<file path="src/rtl/rcpa_scan_pkg.sv">
// ============================================================================
// Module  : rcpa_scan_pkg
// Brief   : Shared types and constants for the RCPA error-distance scanner.
// Revision: 1.0 - initial release
// ============================================================================
`default_nettype none

package rcpa_scan_pkg;

   typedef enum logic [1:0] {
      ST_IDLE  = 2'd0,
      ST_RUN   = 2'd1,
      ST_DRAIN = 2'd2,
      ST_DONE  = 2'd3
   } scan_state_t;

   localparam logic [1:0] SEL_RCPA1 = 2'd0;
   localparam logic [1:0] SEL_RCPA2 = 2'd1;
   localparam logic [1:0] SEL_RCPA3 = 2'd2;
   localparam logic [1:0] SEL_EXACT = 2'd3;

   localparam int DRAIN_DEPTH = 2;

   // Maximal-length Fibonacci taps; bit p-1 set for tap position p.
   function automatic logic [63:0] lfsr_taps(input int width);
      logic [63:0] t;
      case (width)
         4:       t = 64'h0000_0000_0000_000C;
         6:       t = 64'h0000_0000_0000_0030;
         8:       t = 64'h0000_0000_0000_00B8;
         10:      t = 64'h0000_0000_0000_0240;
         12:      t = 64'h0000_0000_0000_0829;
         14:      t = 64'h0000_0000_0000_2015;
         16:      t = 64'h0000_0000_0000_D008;
         20:      t = 64'h0000_0000_0009_0000;
         24:      t = 64'h0000_0000_00E1_0000;
         32:      t = 64'h0000_0000_8020_0003;
         default: t = 64'h0000_0000_0000_0003;
      endcase
      return t;
   endfunction

endpackage

`default_nettype wire

</file>
<file path="src/rtl/nBitRcpa1.sv">
// ============================================================================
// Module  : nBitRcpa1
// Brief   : Approximate adder, low half OR-ed with no carry into the top half.
// Revision: 1.0 - initial release
// ============================================================================
`default_nettype none

module nBitRcpa1 #(
   parameter int N = 8
) (
   input  logic [N-1:0] a,
   input  logic [N-1:0] b,
   output logic [N-1:0] sum,
   output logic         fn
);
   localparam int K = N / 2;

   assign sum[K-1:0]      = a[K-1:0] | b[K-1:0];
   assign {fn, sum[N-1:K]} = {1'b0, a[N-1:K]} + {1'b0, b[N-1:K]};

endmodule

`default_nettype wire

</file>
<file path="src/rtl/nBitRcpa2.sv">
// ============================================================================
// Module  : nBitRcpa2
// Brief   : Approximate adder, low half OR-ed; top half carry-in = a&b of the
//           low half's MSB.
// Revision: 1.0 - initial release
// ============================================================================
`default_nettype none

module nBitRcpa2 #(
   parameter int N = 8
) (
   input  logic [N-1:0] a,
   input  logic [N-1:0] b,
   output logic [N-1:0] sum,
   output logic         fn
);
   localparam int K = N / 2;

   assign sum[K-1:0]       = a[K-1:0] | b[K-1:0];
   assign {fn, sum[N-1:K]} = {1'b0, a[N-1:K]} + {1'b0, b[N-1:K]}
                           + {{(N-K){1'b0}}, a[K-1] & b[K-1]};

endmodule

`default_nettype wire

</file>
<file path="src/rtl/nBitRcpa3.sv">
// ============================================================================
// Module  : nBitRcpa3
// Brief   : Approximate ripple adder; low-half cells take carry-out = a_i,
//           top half is exact. Requires N >= 4.
// Revision: 1.0 - initial release
// ============================================================================
`default_nettype none

module nBitRcpa3 #(
   parameter int N = 8
) (
   input  logic [N-1:0] a,
   input  logic [N-1:0] b,
   output logic [N-1:0] sum,
   output logic         fn
);
   localparam int K = N / 2;

   logic [K-1:0] w_carry_lo;

   // Carry into low-half bit i is simply a[i-1].
   assign w_carry_lo       = {a[K-2:0], 1'b0};
   assign sum[K-1:0]       = a[K-1:0] ^ b[K-1:0] ^ w_carry_lo;
   assign {fn, sum[N-1:K]} = {1'b0, a[N-1:K]} + {1'b0, b[N-1:K]}
                           + {{(N-K){1'b0}}, a[K-1]};

endmodule

`default_nettype wire

</file>
<file path="src/rtl/rcpa_ed_acc.sv">
// ============================================================================
// Module  : rcpa_ed_acc
// Brief   : Error-distance accumulator: nonzero count, running sum, maximum.
// Revision: 1.0 - initial release
// ============================================================================
`default_nettype none

module rcpa_ed_acc #(
   parameter int N = 8
) (
   input  logic         clk,
   input  logic         rst_n,
   input  logic         clr,
   input  logic         valid,
   input  logic [N:0]   ed,
   output logic [2*N:0] err_cnt,
   output logic [3*N:0] ed_sum,
   output logic [N:0]   ed_max
);
   localparam logic [2*N:0] c_cnt_one = {{(2*N){1'b0}}, 1'b1};

   always_ff @(posedge clk or negedge rst_n) begin
      if (!rst_n) begin
         err_cnt <= '0;
         ed_sum  <= '0;
         ed_max  <= '0;
      end else if (clr) begin
         err_cnt <= '0;
         ed_sum  <= '0;
         ed_max  <= '0;
      end else if (valid) begin
         if (ed != '0) begin
            err_cnt <= err_cnt + c_cnt_one;
         end
         ed_sum <= ed_sum + {{(2*N){1'b0}}, ed};
         if (ed > ed_max) begin
            ed_max <= ed;
         end
      end
   end

endmodule

`default_nettype wire

</file>
<file path="src/rtl/rcpa_err_scanner.sv">
// ============================================================================
// Module  : rcpa_err_scanner
// Brief   : Sweeps operand pairs through three approximate adders and
//           accumulates error-distance statistics for the selected one.
//           RCPA_SCAN_LFSR_EN adds an LFSR random-stimulus mode.
// Revision: 1.0 - initial release
// ============================================================================
`default_nettype none

module rcpa_err_scanner
   import rcpa_scan_pkg::*;
#(
   parameter int N = 8
) (
   input  logic         clk,
   input  logic         rst_n,
   input  logic         start,
   input  logic         abort,
   input  logic [1:0]   sel,
`ifdef RCPA_SCAN_LFSR_EN
   input  logic         mode,
   input  logic [15:0]  num_pairs,
`endif
   output logic         busy,
   output logic         done,
   output logic [2*N:0] err_cnt,
   output logic [3*N:0] ed_sum,
   output logic [N:0]   ed_max
);
   localparam logic [N-1:0] c_one        = {{(N-1){1'b0}}, 1'b1};
   localparam logic [1:0]   c_drain_last = 2'(DRAIN_DEPTH - 1);

   scan_state_t r_state, w_next;
   logic [1:0]   r_sel;
   logic [N-1:0] r_a, r_b, w_a_step, w_b_step;
   logic         r_issue, w_last_pair, w_accept, w_abort, w_clr;
   logic [1:0]   r_drain_cnt;

   logic [N-1:0] w_sum1, w_sum2, w_sum3;
   logic         w_fn1, w_fn2, w_fn3;
   logic [N:0]   w_exact0, w_approx;

   logic         r_s1_valid, r_s1_last;
   logic [N-1:0] r_s1_a, r_s1_b;
   logic [N:0]   r_s1_approx, w_exact1, w_ed;
   logic         r_s2_valid;
   logic [N:0]   r_s2_ed;

   assign w_accept = (r_state == ST_IDLE) && start && !abort;
   assign w_abort  = abort && ((r_state == ST_RUN) || (r_state == ST_DRAIN));
   assign w_clr    = w_accept || w_abort;

   assign w_a_step = r_a + c_one;
   assign w_b_step = (&r_a) ? (r_b + c_one) : r_b;

`ifdef RCPA_SCAN_LFSR_EN
   localparam logic [63:0]    c_taps_full = lfsr_taps(2 * N);
   localparam logic [2*N-1:0] c_taps      = c_taps_full[2*N-1:0];
   localparam logic [2*N-1:0] c_seed      = {{(2*N-1){1'b0}}, 1'b1};

   logic          r_mode;
   logic [15:0]   r_left;
   logic [2*N-1:0] w_lfsr_next;

   assign w_lfsr_next = {r_b[N-2:0], r_a, ^({r_b, r_a} & c_taps)};
   assign w_last_pair = r_mode ? (r_left == 16'd1) : ((&r_a) && (&r_b));
`else
   assign w_last_pair = (&r_a) && (&r_b);
`endif

   // Operand stream: one pair per RUN cycle until the last pair is issued.
   always_ff @(posedge clk or negedge rst_n) begin
      if (!rst_n) begin
         r_sel   <= SEL_RCPA1;
         r_a     <= '0;
         r_b     <= '0;
         r_issue <= 1'b0;
`ifdef RCPA_SCAN_LFSR_EN
         r_mode  <= 1'b0;
         r_left  <= '0;
`endif
      end else if (w_abort) begin
         r_a     <= '0;
         r_b     <= '0;
         r_issue <= 1'b0;
      end else if (w_accept) begin
         r_sel   <= sel;
         r_issue <= 1'b1;
`ifdef RCPA_SCAN_LFSR_EN
         r_mode  <= mode;
         r_left  <= (num_pairs == 16'd0) ? 16'd1 : num_pairs;
         {r_b, r_a} <= mode ? c_seed : '0;
`else
         r_a     <= '0;
         r_b     <= '0;
`endif
      end else if (r_issue) begin
         if (w_last_pair) begin
            r_issue <= 1'b0;
         end else begin
`ifdef RCPA_SCAN_LFSR_EN
            r_left <= r_left - 16'd1;
            {r_b, r_a} <= r_mode ? w_lfsr_next : {w_b_step, w_a_step};
`else
            {r_b, r_a} <= {w_b_step, w_a_step};
`endif
         end
      end
   end

   nBitRcpa1 #(.N(N)) u_rcpa1 (.a(r_a), .b(r_b), .sum(w_sum1), .fn(w_fn1));
   nBitRcpa2 #(.N(N)) u_rcpa2 (.a(r_a), .b(r_b), .sum(w_sum2), .fn(w_fn2));
   nBitRcpa3 #(.N(N)) u_rcpa3 (.a(r_a), .b(r_b), .sum(w_sum3), .fn(w_fn3));

   assign w_exact0 = {1'b0, r_a} + {1'b0, r_b};

   always_comb begin
      w_approx = w_exact0;
      case (r_sel)
         SEL_RCPA1: w_approx = {w_fn1, w_sum1};
         SEL_RCPA2: w_approx = {w_fn2, w_sum2};
         SEL_RCPA3: w_approx = {w_fn3, w_sum3};
         SEL_EXACT: w_approx = w_exact0;
      endcase
   end

   assign w_exact1 = {1'b0, r_s1_a} + {1'b0, r_s1_b};
   assign w_ed     = (w_exact1 >= r_s1_approx) ? (w_exact1 - r_s1_approx)
                                               : (r_s1_approx - w_exact1);

   always_ff @(posedge clk or negedge rst_n) begin
      if (!rst_n) begin
         r_s1_valid  <= 1'b0;
         r_s1_last   <= 1'b0;
         r_s1_a      <= '0;
         r_s1_b      <= '0;
         r_s1_approx <= '0;
         r_s2_valid  <= 1'b0;
         r_s2_ed     <= '0;
      end else begin
         r_s1_valid  <= r_issue && !w_abort;
         r_s1_last   <= w_last_pair;
         r_s1_a      <= r_a;
         r_s1_b      <= r_b;
         r_s1_approx <= w_approx;
         r_s2_valid  <= r_s1_valid && !w_abort;
         r_s2_ed     <= w_ed;
      end
   end

   rcpa_ed_acc #(.N(N)) u_acc (
      .clk     (clk),
      .rst_n   (rst_n),
      .clr     (w_clr),
      .valid   (r_s2_valid),
      .ed      (r_s2_ed),
      .err_cnt (err_cnt),
      .ed_sum  (ed_sum),
      .ed_max  (ed_max)
   );

   always_ff @(posedge clk or negedge rst_n) begin
      if (!rst_n) begin
         r_state     <= ST_IDLE;
         r_drain_cnt <= '0;
      end else begin
         r_state     <= w_next;
         r_drain_cnt <= (r_state == ST_DRAIN) ? (r_drain_cnt + 2'd1) : 2'd0;
      end
   end

   // RUN ends once the last pair has been captured into stage 1.
   always_comb begin
      w_next = r_state;
      case (r_state)
         ST_IDLE:  if (w_accept) w_next = ST_RUN;
         ST_RUN: begin
            if (w_abort)                        w_next = ST_IDLE;
            else if (r_s1_valid && r_s1_last)   w_next = ST_DRAIN;
         end
         ST_DRAIN: begin
            if (w_abort)                        w_next = ST_IDLE;
            else if (r_drain_cnt == c_drain_last) w_next = ST_DONE;
         end
         ST_DONE:  w_next = ST_IDLE;
         default:  w_next = ST_IDLE;
      endcase
   end

   assign busy = (r_state == ST_RUN) || (r_state == ST_DRAIN);
   assign done = (r_state == ST_DONE);

endmodule

`default_nettype wire

</file>
<file path="config.mk">
export PLATFORM = sky130hd
export DESIGN_NAME = rcpa_err_scanner
export DESIGN_NICKNAME = d
export VERILOG_FILES = /design/src/rtl/rcpa_scan_pkg.sv /design/src/rtl/nBitRcpa1.sv /design/src/rtl/nBitRcpa2.sv /design/src/rtl/nBitRcpa3.sv /design/src/rtl/rcpa_ed_acc.sv /design/src/rtl/rcpa_err_scanner.sv
export SDC_FILE = /design/constraint.sdc
export NUM_CORES = 1
export LEC_CHECK = 0
export CORE_MARGIN = 2
export CORE_UTILIZATION = 60
export DETAILED_ROUTE_END_ITERATION = 8
export GPL_TIMING_DRIVEN = 0
export HOLD_SLACK_MARGIN = 0.02
export PLACE_DENSITY = 0.83
export SLEW_MARGIN = 5
export SYNTH_ARGS = -nofsm -noshare
export SYNTH_HDL_FRONTEND = slang
export SYNTH_HIERARCHICAL = 1
export SYNTH_SLANG_ARGS = --single-unit
</file>
<file path="constraint.sdc">
create_clock -name clk -period 9.77 [get_ports clk]
set_clock_uncertainty 0.2 [all_clocks]
set_input_delay 1.4655 -clock clk [delete_from_list [all_inputs] [get_ports clk]]
set_output_delay 1.4655 -clock clk [all_outputs]
set_load 0.05 [all_outputs]
</file>
# After elaboration in Yosys (flattened, before gate mapping)

Index checks and enable logic that the tools add are counted.
Widths: inputs -> output; s select.

Add/subtract/negate cells: 12
Mux-type cells: 30
Equal/unequal tests: 11
Bitwise operators: 5
Reductions and logical operators: 27
$lt $le $gt $ge: 2

Operator list:

| operator              | number |
|---|---|
| $mux 8                | 9 |
| $mux 17               | 3 |
| $mux 25               | 2 |
| $mux 9                | 4 |
| $pmux 9 s4            | 1 |
| $add 25x9->25         | 1 |
| $add 8x8->9           | 2 |
| $sub 9x9->9           | 2 |
| $add 17x1->17 const B | 1 |
| $add 8x1->8 const B   | 2 |
| $reduce_and 8->1      | 2 |
| $mux 2                | 6 |
| $add 5x1->5           | 2 |
| $ge 9x9->1            | 1 |
| $gt 9x9->1            | 1 |
| $reduce_bool 9->1     | 1 |
| $eq 2x2->1 const B    | 4 |
| $pmux 2 s4            | 1 |
| $reduce_and 2->1      | 4 |
| $xor 4x4->4           | 2 |
| $logic_and 1x1->1     | 7 |
| $eq 2x1->1 const B    | 3 |
| $ne 3x2->1 const B    | 2 |
| $reduce_and 3->1      | 2 |
| other kinds (13)      | 22 |

Input bits: 6
Bits in registers: 111

# Logic depth before layout (Yosys ltp)

Gate-level depths: netlist of the first run.

Depth in word-level cells: 6
Gate-level depth with buffers: 14
Depth with buffers taken out: 13

# Cells and area by module

Netlist of the first run, hierarchy kept.

By module, submodules not included:

| module           | area an instance (um^2) | times used | sequential area each (um^2) | cells an instance |
|---|---|---|---|---|
| rcpa_err_scanner | 4013.8                  | 1          | 1501.4                      | 396 |
| rcpa_ed_acc      | 3015.4                  | 1          | 1276.2                      | 313 |
| nBitRcpa3        | 205.2                   | 1          | 0.0                         | 23 |
| nBitRcpa2        | 192.7                   | 1          | 0.0                         | 23 |
| nBitRcpa1        | 161.4                   | 1          | 0.0                         | 20 |

# Least setup slack after synthesis of the first run

OpenSTA, ideal clock, no wires.

Path kind: reg-to-reg
Start point: register r_s1_a[0]
End point: register r_s2_ed[1]
Buffers on the path: 1
Clock period less this slack: 3.517 ns
Slack: 6.253 ns
Stages on the path, launching flop included: 15
Arrival time: 3.190 ns
Cell sequence: dfrtp_1 -> ha_1 -> fa_1 -> a21o_1 -> a21oi_1 -> nor2b_1 -> o31a_1 -> a21oi_1 -> ha_1 -> buf_2 -> nand4_1 -> nor2_2 -> o31a_2 -> nor2_4 -> mux2_1

Word-level cells in the longest chain between the ends: 3
Elaborated cells on any way between the ends: 5

RTL lines:

| what                                      | line                    | RTL |
|---|---|---|
| start, declared                           | rcpa_err_scanner.sv:44  | `logic [N-1:0] r_s1_a, r_s1_b;` |
| start signal, assigned                    | rcpa_err_scanner.sv:143 | `r_s1_a <= r_a;` |
| $add 8x8->9 (*)                           | rcpa_err_scanner.sv:127 | `assign w_exact1 = {1'b0, r_s1_a} + {1'b0, r_s1_b};` |
| $sub 9x9->9, or another cell as far along | rcpa_err_scanner.sv:129 | `: (r_s1_approx - w_exact1);` |
| $mux 9 (*)                                | rcpa_err_scanner.sv:128 | `assign w_ed = (w_exact1 >= r_s1_approx) ? (w_exact1 - r_s1_approx)` |
| named net w_ed[1]                         | rcpa_err_scanner.sv:45  | `logic [N:0] r_s1_approx, w_exact1, w_ed;` |
| end signal, assigned                      | rcpa_err_scanner.sv:147 | `r_s2_ed <= w_ed;` |
| end, declared                             | rcpa_err_scanner.sv:47  | `logic [N:0] r_s2_ed;` |

The timed path passes the listed nets; every way through them passes the cells marked *.
A chain may end at the register's enable or synchronous reset.

# Final worst setup path of the first run

Start point: input port abort
End point: register u_acc.ed_max[0]

Word-level cells in the longest chain between the ends: 5
Elaborated cells on any way between the ends: 8

RTL lines:

| what                        | line                   | RTL |
|---|---|---|
| start, declared             | rcpa_err_scanner.sv:18 | `input logic abort,` |
| $logic_not 1->1             | rcpa_err_scanner.sv:49 | `assign w_accept = (r_state == ST_IDLE) && start && !abort;` |
| $logic_and 1x1->1           | rcpa_err_scanner.sv:49 |  |
| $logic_or 1x1->1 (*)        | rcpa_err_scanner.sv:51 | `assign w_clr = w_accept \|\| w_abort;` |
| named net w_clr             | rcpa_err_scanner.sv:36 | `logic r_issue, w_last_pair, w_accept, w_abort, w_clr;` |
| $reduce_bool 2->1 (no line) | -                      |  |
| $reduce_and 2->1 (no line)  | -                      |  |
| end signal, assigned        | rcpa_ed_acc.sv:26      | `ed_max <= '0;` |
| end signal, assigned        | rcpa_ed_acc.sv:30      | `ed_max <= '0;` |
| end signal, assigned        | rcpa_ed_acc.sv:37      | `ed_max <= ed;` |
| end, declared               | rcpa_ed_acc.sv:18      | `output logic [N:0] ed_max` |

Marked as above.

==> impl_metrics.csv, run 1 <==
group,metric,value,unit
outcome,status,"complete, no violations",
critical_path,start_kind,"input pin",
route,avgViaCountPerCell,5.98,
timing,hold_viol_final,0,
logic_synthesis,avgSynthCellArea,9.79,sq um
logic_synthesis,yosysWarnings,6,
placement,dp_hpwl,13000,microns
clock_network,ctsLongestPathBuffers,2,
power,p_int,1.26,mW
clock_network,clk_pin_slew,80,ps
timing,tightest_slew,801,ps
clock_network,cts_buffers,9,
floorplanning,die_w,116,microns
critical_path,end_kind,"flop",
clock_network,post_cts_resized,0,
clock_network,htreeDepth,3,
critical_path,crit_fanout,14,
logic_synthesis,synth_ff_type,"dfrtp_1",
power,switching_share,0.456,
logic_synthesis,syn_area,7590,sq um
floorplanning,die_h,116,microns
power,seqPwrFrac,0.280,
power,powerDensity,266,nW/um^2
critical_path,r2r_cells,14,
clock_network,clk_latency,360,ps
clock_network,clockRootBuffer,"clkbuf_16",
final_layout,drive_above_1_share,0.0918,
route,ant_nets,0,
power,ir_worst_vdd,0.174,mV
hold_path,hold_path_class,"reg2reg",
timing,finalSetupTns,0,ps
clock_network,cts_tree,"done",
route,topRoutingLayerUsed,"met4",
route,wl_met1,7040,microns
logic_synthesis,synth-seq-cells,111,
global_routing,grt_max_degree,66,
placement,port_buffers,58,
timing,finalMaxSlewViolations,0,
route,route.met2.wl,8920,microns
power,p_switching,1.06,mW
logic_synthesis,synth_nets,861,
floorplanning,coreArea,12500,sq um
final_layout,finalNetCount,931,
route,num_vias,6113,
floorplanning,fp.dieArea,13600,sq um
timing,slew_headroom,0.466,
route,dr_wl_met3,736,microns
placement,routabilityCongestion,0.908,
power,pwr-share-comb,0.552,
route,detail_route.wl_per_cell,16.9,microns
critical_path,worstPathRequired,9790,ps
power,clockPowerShare,0.168,
logic_synthesis,syn_inst,775,
timing,finalCritPeriodShare,0.482,
global_routing,overflow,0,
timing,post-route-min-period,4710,ps
floorplanning,top_level_ports,59,
route,dr.pass1.iters,5,
logic_synthesis,seq_area_frac_synth,0.366,
hold_path,worstHoldPathCells,1,
global_routing,grt_use_total,0.273,
timing,setup_viol,0,
floorplanning,start_util,0.609,
final_layout,diodes,0,
timing,max_freq,212,MHz
final_layout,post-route-util,0.701,
clock_network,numClockSinks,111,
logic_synthesis,ys_types,79,
route,drc,0,
global_routing,antenna_found_initial,0,
logic_synthesis,synthArstFlopShare,1.00,
global_routing,grt_pass1_vias,6279,
critical_path,cp.arrival,4720,ps
floorplanning,rows,41,
power,power_leakage,4.12,nW
global_routing,grt_pass1_wl,29200,microns
logic_synthesis,synth-edff-count,0,
clock_network,cts_setup_buffers,0,
route,dr.first_iter.drc_count,422,
critical_path,critical_path_class,"in2reg",
final_layout,area_growth,15.1,%
timing,rsz0062_at_grt,"no",
clock_network,hold_buffers,0,
route,wl,17300,microns
flow_run,maxCapViolations,0,
==> synth_stat cells (all sizes together), types with 2 or more instances <==
library cell	count	area (sq um)
nand4	16	113
or2	11	68.8
or4	4	33.8
o31ai	5	51.3
inv	57	214
o21bai	2	15.0
fa	10	200
a31o	3	26.3
and2	8	51.3
nand2	34	130
and3	12	75.1
and4	5	46.3
o31a	3	27.5
mux2	6	71.3
a21oi	44	231
o22ai	5	31.3
a22oi	3	22.5
a211o	2	18.8
nand4b	2	17.5
o21ai	28	144
mux4	7	158
mux2i	21	210
a211oi	13	97.6
o2111ai	5	50.0
ha	70	876
nor2	80	310
nor3	12	60.1
o2bb2ai	2	17.5
nor2b	14	95.1
a31oi	7	56.3
a2111oi	2	30.0
nand3	25	125
o21a	10	82.6
a21o	18	135
dfrtp	111	2780
nor4	5	43.8
xor2	35	307
o211ai	6	50.1
or3	7	43.8
clkbuf	9	33.8
nand2b	9	56.3
xnor2	27	236
buf	9	47.6
==> power by group through the flow <==
stage / registers (mW) / clock network, mW / logic, mW
3_5_place_dp: 0.658 / 0 / 1.26
5_1_grt: 0.662 / 0.414 / 1.41
2_1_floorplan: 0.725 / 0 / 0.870
6_report: 0.650 / 0.390 / 1.28
4_1_cts: 0.649 / 0.399 / 1.27
3_3_place_gp: 0.651 / 0 / 1.19
==> state kept, by name, summed over array words and instances, names as in the netlist <==
name           count
r_a                8
r_b                8
r_drain_cnt        2
r_issue            1
r_s1_a             8
r_s1_approx        9
r_s1_b             8
r_s1_last          1
r_s1_valid         1
r_s2_ed            9
r_s2_valid         1
r_sel              2
r_state            2
u_acc/ed_max       9
u_acc/ed_sum      25
u_acc/err_cnt     17
==> layout make-up <==
| type | instances | area, sq um |
|---|---|---|
| multi-input combinational | 588 | 4510 |
| fill | 933 | 3730 |
| sequential | 111 | 2780 |
| timing repair buffer | 59 | 606 |
| clock buffer | 9 | 225 |
| inverter | 58 | 218 |
| tap | 172 | 215 |
| clock inverter | 7 | 98.8 |
| buffer | 18 | 81.3 |
==> cell usage in the layout, fill, tap and decap left out, types with 24 or more instances in the layout <==
cell             netlist  routed
nor2_1                78      78
xor2_1                35      35
xnor2_1               27      27
ha_1                  70      70
nand3_1               25      25
clkdlybuf4s50_1        0      57
inv_1                 56      56
nand2_1               33      33
a21oi_1               41      41
dfrtp_1              111     111
o21ai_0               24      24
==> kinds of logic after synthesis <==
group,count (synthesis),synth area share
AOI/OAI and AO/OA,164,0.152
xor gates and xnor gates,62,0.0716
adders and majority gates,80,0.142
buffers and inverters,76,0.0394
DFF,111,0.366
muxes,34,0.0579
and+or+nand+nor,248,0.172
==> routing by layer <==
layer  track usage  vias up
met4         0.123        0
li1              -     2901
met5             0        -
met1         0.326     2970
met2         0.485      194
met3        0.0436       48
==> through the flow <==
stage / hold WS (ps) / area [sq um] / power (mW) / setup slack (ps) / instances
floorplan: 209 / 7590 / 1.60 / 6250 / 775
global placement: 223 / 8380 / 1.84 / 2990 / 1005
detailed placement: 228 / 8410 / 1.92 / 4790 / 1006
CTS: 285 / 8730 / 2.32 / 5150 / 1022
global route: 292 / 8730 / 2.48 / 4940 / 1022
finish: 281 / 8730 / 2.32 / 5060 / 1022
==> final timing paths <==
path                       slack (ps)        from                to
setup / recovery                 5060       abort   u_acc/ed_max[0]
hold / removal                    280  r_s1_valid        r_s2_valid
setup reg to reg                 5910   r_s1_a[0]        r_s2_ed[1]
hold reg to reg                   280  r_s1_valid        r_s2_valid
max in group asynchronous        7730       rst_n    r_s1_approx[4]
min in group asynchronous         920       rst_n  u_acc/ed_sum[15]
==> critical path, cell delays in order <==
cell and delay (ps):
clkdlybuf4s50_1 480, nand3b_1 290, nand2_1 300, clkbuf_1 650, clkbuf_1 450, clkbuf_1 500, clkbuf_1 460, nor2_1 120
(Power assumes the default switching activity.)
==> run 2: changes to the inputs <==
CORE_UTILIZATION = 54   (was 60)
PLACE_DENSITY = 0.79   (was 0.83)
clock period = 4.3 ns   (was 9.77 ns; I/O delays follow)
==> run 2 against run 1 <==
- via count shrank 4.7%
- wire length shrank 13%
- hold slack lost 45 ps
- worst setup slack lost 4800 ps
- sequential share of layout area is essentially flat
- largest power group unchanged
- flip-flop and latch count is the same
==> impl_metrics.csv, run 2 (synthesis gave the netlist of run 1 again) <==
group,metric,value,unit
final_layout,finalNetCount,932,
clock_network,htreeDepth,3,
clock_network,clk_latency,360,ps
global_routing,grt_max_degree,69,
route,ant_nets,0,
global_routing,grt_use_total,0.218,
route,drc,0,
floorplanning,die_h,123,microns
timing,timing.final.ws_setup,285,ps
clock_network,clockRootBuffer,"clkbuf_16",
final_layout,final_cell_mix,"dfrtp_1 (111), nor2_1 (78), ha_1 (70)",
timing,hold_viol_final,0,
placement,port_buffers,58,
critical_path,r2r_cells,9,
outcome,status,"complete, no violations",
power,powerDensity,590,nW/um^2
floorplanning,fp.dieArea,15000,sq um
route,dr.first_iter.drc_count,331,
timing,finalMaxSlewViolations,0,
floorplanning,coreArea,13800,sq um
global_routing,grt_pass1_wl,26200,microns
critical_path,cp.arrival,4030,ps
floorplanning,start_util,0.549,
floorplanning,rows,43,
hold_path,hold_start,"r_drain_cnt[0]",
hold_path,hold_path_class,"reg2reg",
hold_path,worstHoldPathCells,1,
final_layout,area_growth,15.2,%
final_layout,largest_reg_flops,25,
clock_network,ctsLongestPathBuffers,2,
timing,finalCritPeriodShare,0.934,
global_routing,grt_pass1_vias,5720,
route,num_vias,5825,
critical_path,timing.rr.end,"u_acc/err_cnt[16]",
route,avgViaCountPerCell,5.65,
timing,post-route-min-period,4020,ps
timing,tightest_slew,925,ps
power,finalPower,5.16,mW
placement,dp_slack,-101,ps
flow_run,maxCapViolations,0,
global_routing,antenna_found_initial,0,
critical_path,crit_fanout,14,
clock_network,numClockSinks,111,
placement,dp_hpwl,11400,microns
clock_network,cts_tree,"done",
final_layout,fin_area,8740,sq um
timing,setup_viol,0,
clock_network,clk_pin_slew,70,ps
critical_path,reg2reg_from,"r_state[0]",
route,dr.pass1.iters,4,
final_layout,top_register,"u_acc/ed_sum",
route,wl,15100,microns
power,ir_worst_vdd,0.623,mV
critical_path,start_kind,"input pin",
placement,dpl_cell_area,8420,sq um
placement,routabilityCongestion,0.867,
floorplanning,die_w,123,microns
critical_path,worstPathRequired,4310,ps
timing,max_freq,249,MHz
critical_path,r2r_slack,400,ps
final_layout,n_fill_cell,1128,
floorplanning,top_level_ports,59,
timing,rsz0062_at_grt,"no",
hold_path,hold_end,"r_drain_cnt[0]",
critical_path,end_kind,"flop",
final_layout,drive_above_1_share,0.0905,
clock_network,post_cts_resized,0,
clock_network,cts_setup_buffers,0,
clock_network,hold_buffers,1,
route,detail_route.wl_per_cell,14.6,microns
critical_path,critical_path_class,"in2reg",
clock_network,cts_buffers,9,
final_layout,reg.largest.list,"u_acc/ed_sum: 25 flops, u_acc/err_cnt: 17 flops",
timing,finalSetupTns,0,ps
timing,hold_ws,236,ps
global_routing,overflow,0,
final_layout,diodes,0,
timing,slew_headroom,0.384,
power,power_leakage,4.12,nW
final_layout,final_common_cell,"dfrtp_1",
run 2: cell types whose count changed in the layout (fill, tap and decap cells not counted):
cell,change
clkinv_4,+3
clkinv_8,-2
buf_4,-1
buf_6,+1
clkbuf_1,+1
clkbuf_8,+1
clkinvlp_4,-1
dlygate4sd3_1,+1
inv_6,-1
inv_8,-1
run 2: routing by layer:
layer | part of all wire | GRT usage | wire length [microns] | vias up
met5 | 0 | 0 | 0 | -
met4 | 0.027 | 0.0934 | 401 | 0
met3 | 0.028 | 0.0339 | 424 | 30
met2 | 0.49 | 0.375 | 7320 | 111
met1 | 0.46 | 0.274 | 6950 | 2776
li1 | - | - | - | 2908
run 2: worst max-delay path by stage:
stage	startpoint	endpoint	slack, ps	depth (start not counted)
2_1_floorplan	r_s1_a[0]	r_s2_ed[1]	780	14
3_3_place_gp	rst_n	r_b[3]	-1750	1
3_5_place_dp	abort	u_acc/err_cnt[0]	-100	8
4_1_cts	abort	u_acc/err_cnt[16]	270	8
5_1_grt	abort	u_acc/err_cnt[0]	50	8
6_report	abort	u_acc/err_cnt[16]	280	8
run 2: cell type report:
cell class / instances / area, sq um / area share
clock inverters: 5 / 65.1 / 0.00744
multi-input cells: 588 / 4510 / 0.516
repair buffers: 60 / 619 / 0.0709
clock buffers: 11 / 243 / 0.0278
inverters: 58 / 218 / 0.0249
plain buffers: 18 / 81.3 / 0.00930
flip-flops and latches: 111 / 2780 / 0.318
well taps: 180 / 225 / 0.0258
run 2: critical path: stages:
cell and delay (ps):
clkdlybuf4s50_1 480, nand3b_1 270, nand2_1 300, clkbuf_1 740, clkbuf_1 400, clkbuf_1 480, clkbuf_1 560, nor2_1 140
run 2: through the flow:
step                      instances  utilization
final                          1031        0.632
after global routing           1031        0.632
after CTS                      1031        0.632
after detailed placement       1014        0.609
after global placement         1013        0.607
after floorplan                 775            -
run 2: power by group:
group          total (mW)  internal (mW)  leakage, nW  switching (mW)
combinational        2.84           1.14         2.47            1.70
sequential           1.47           1.25         1.50           0.220
clock               0.851          0.473        0.150           0.378
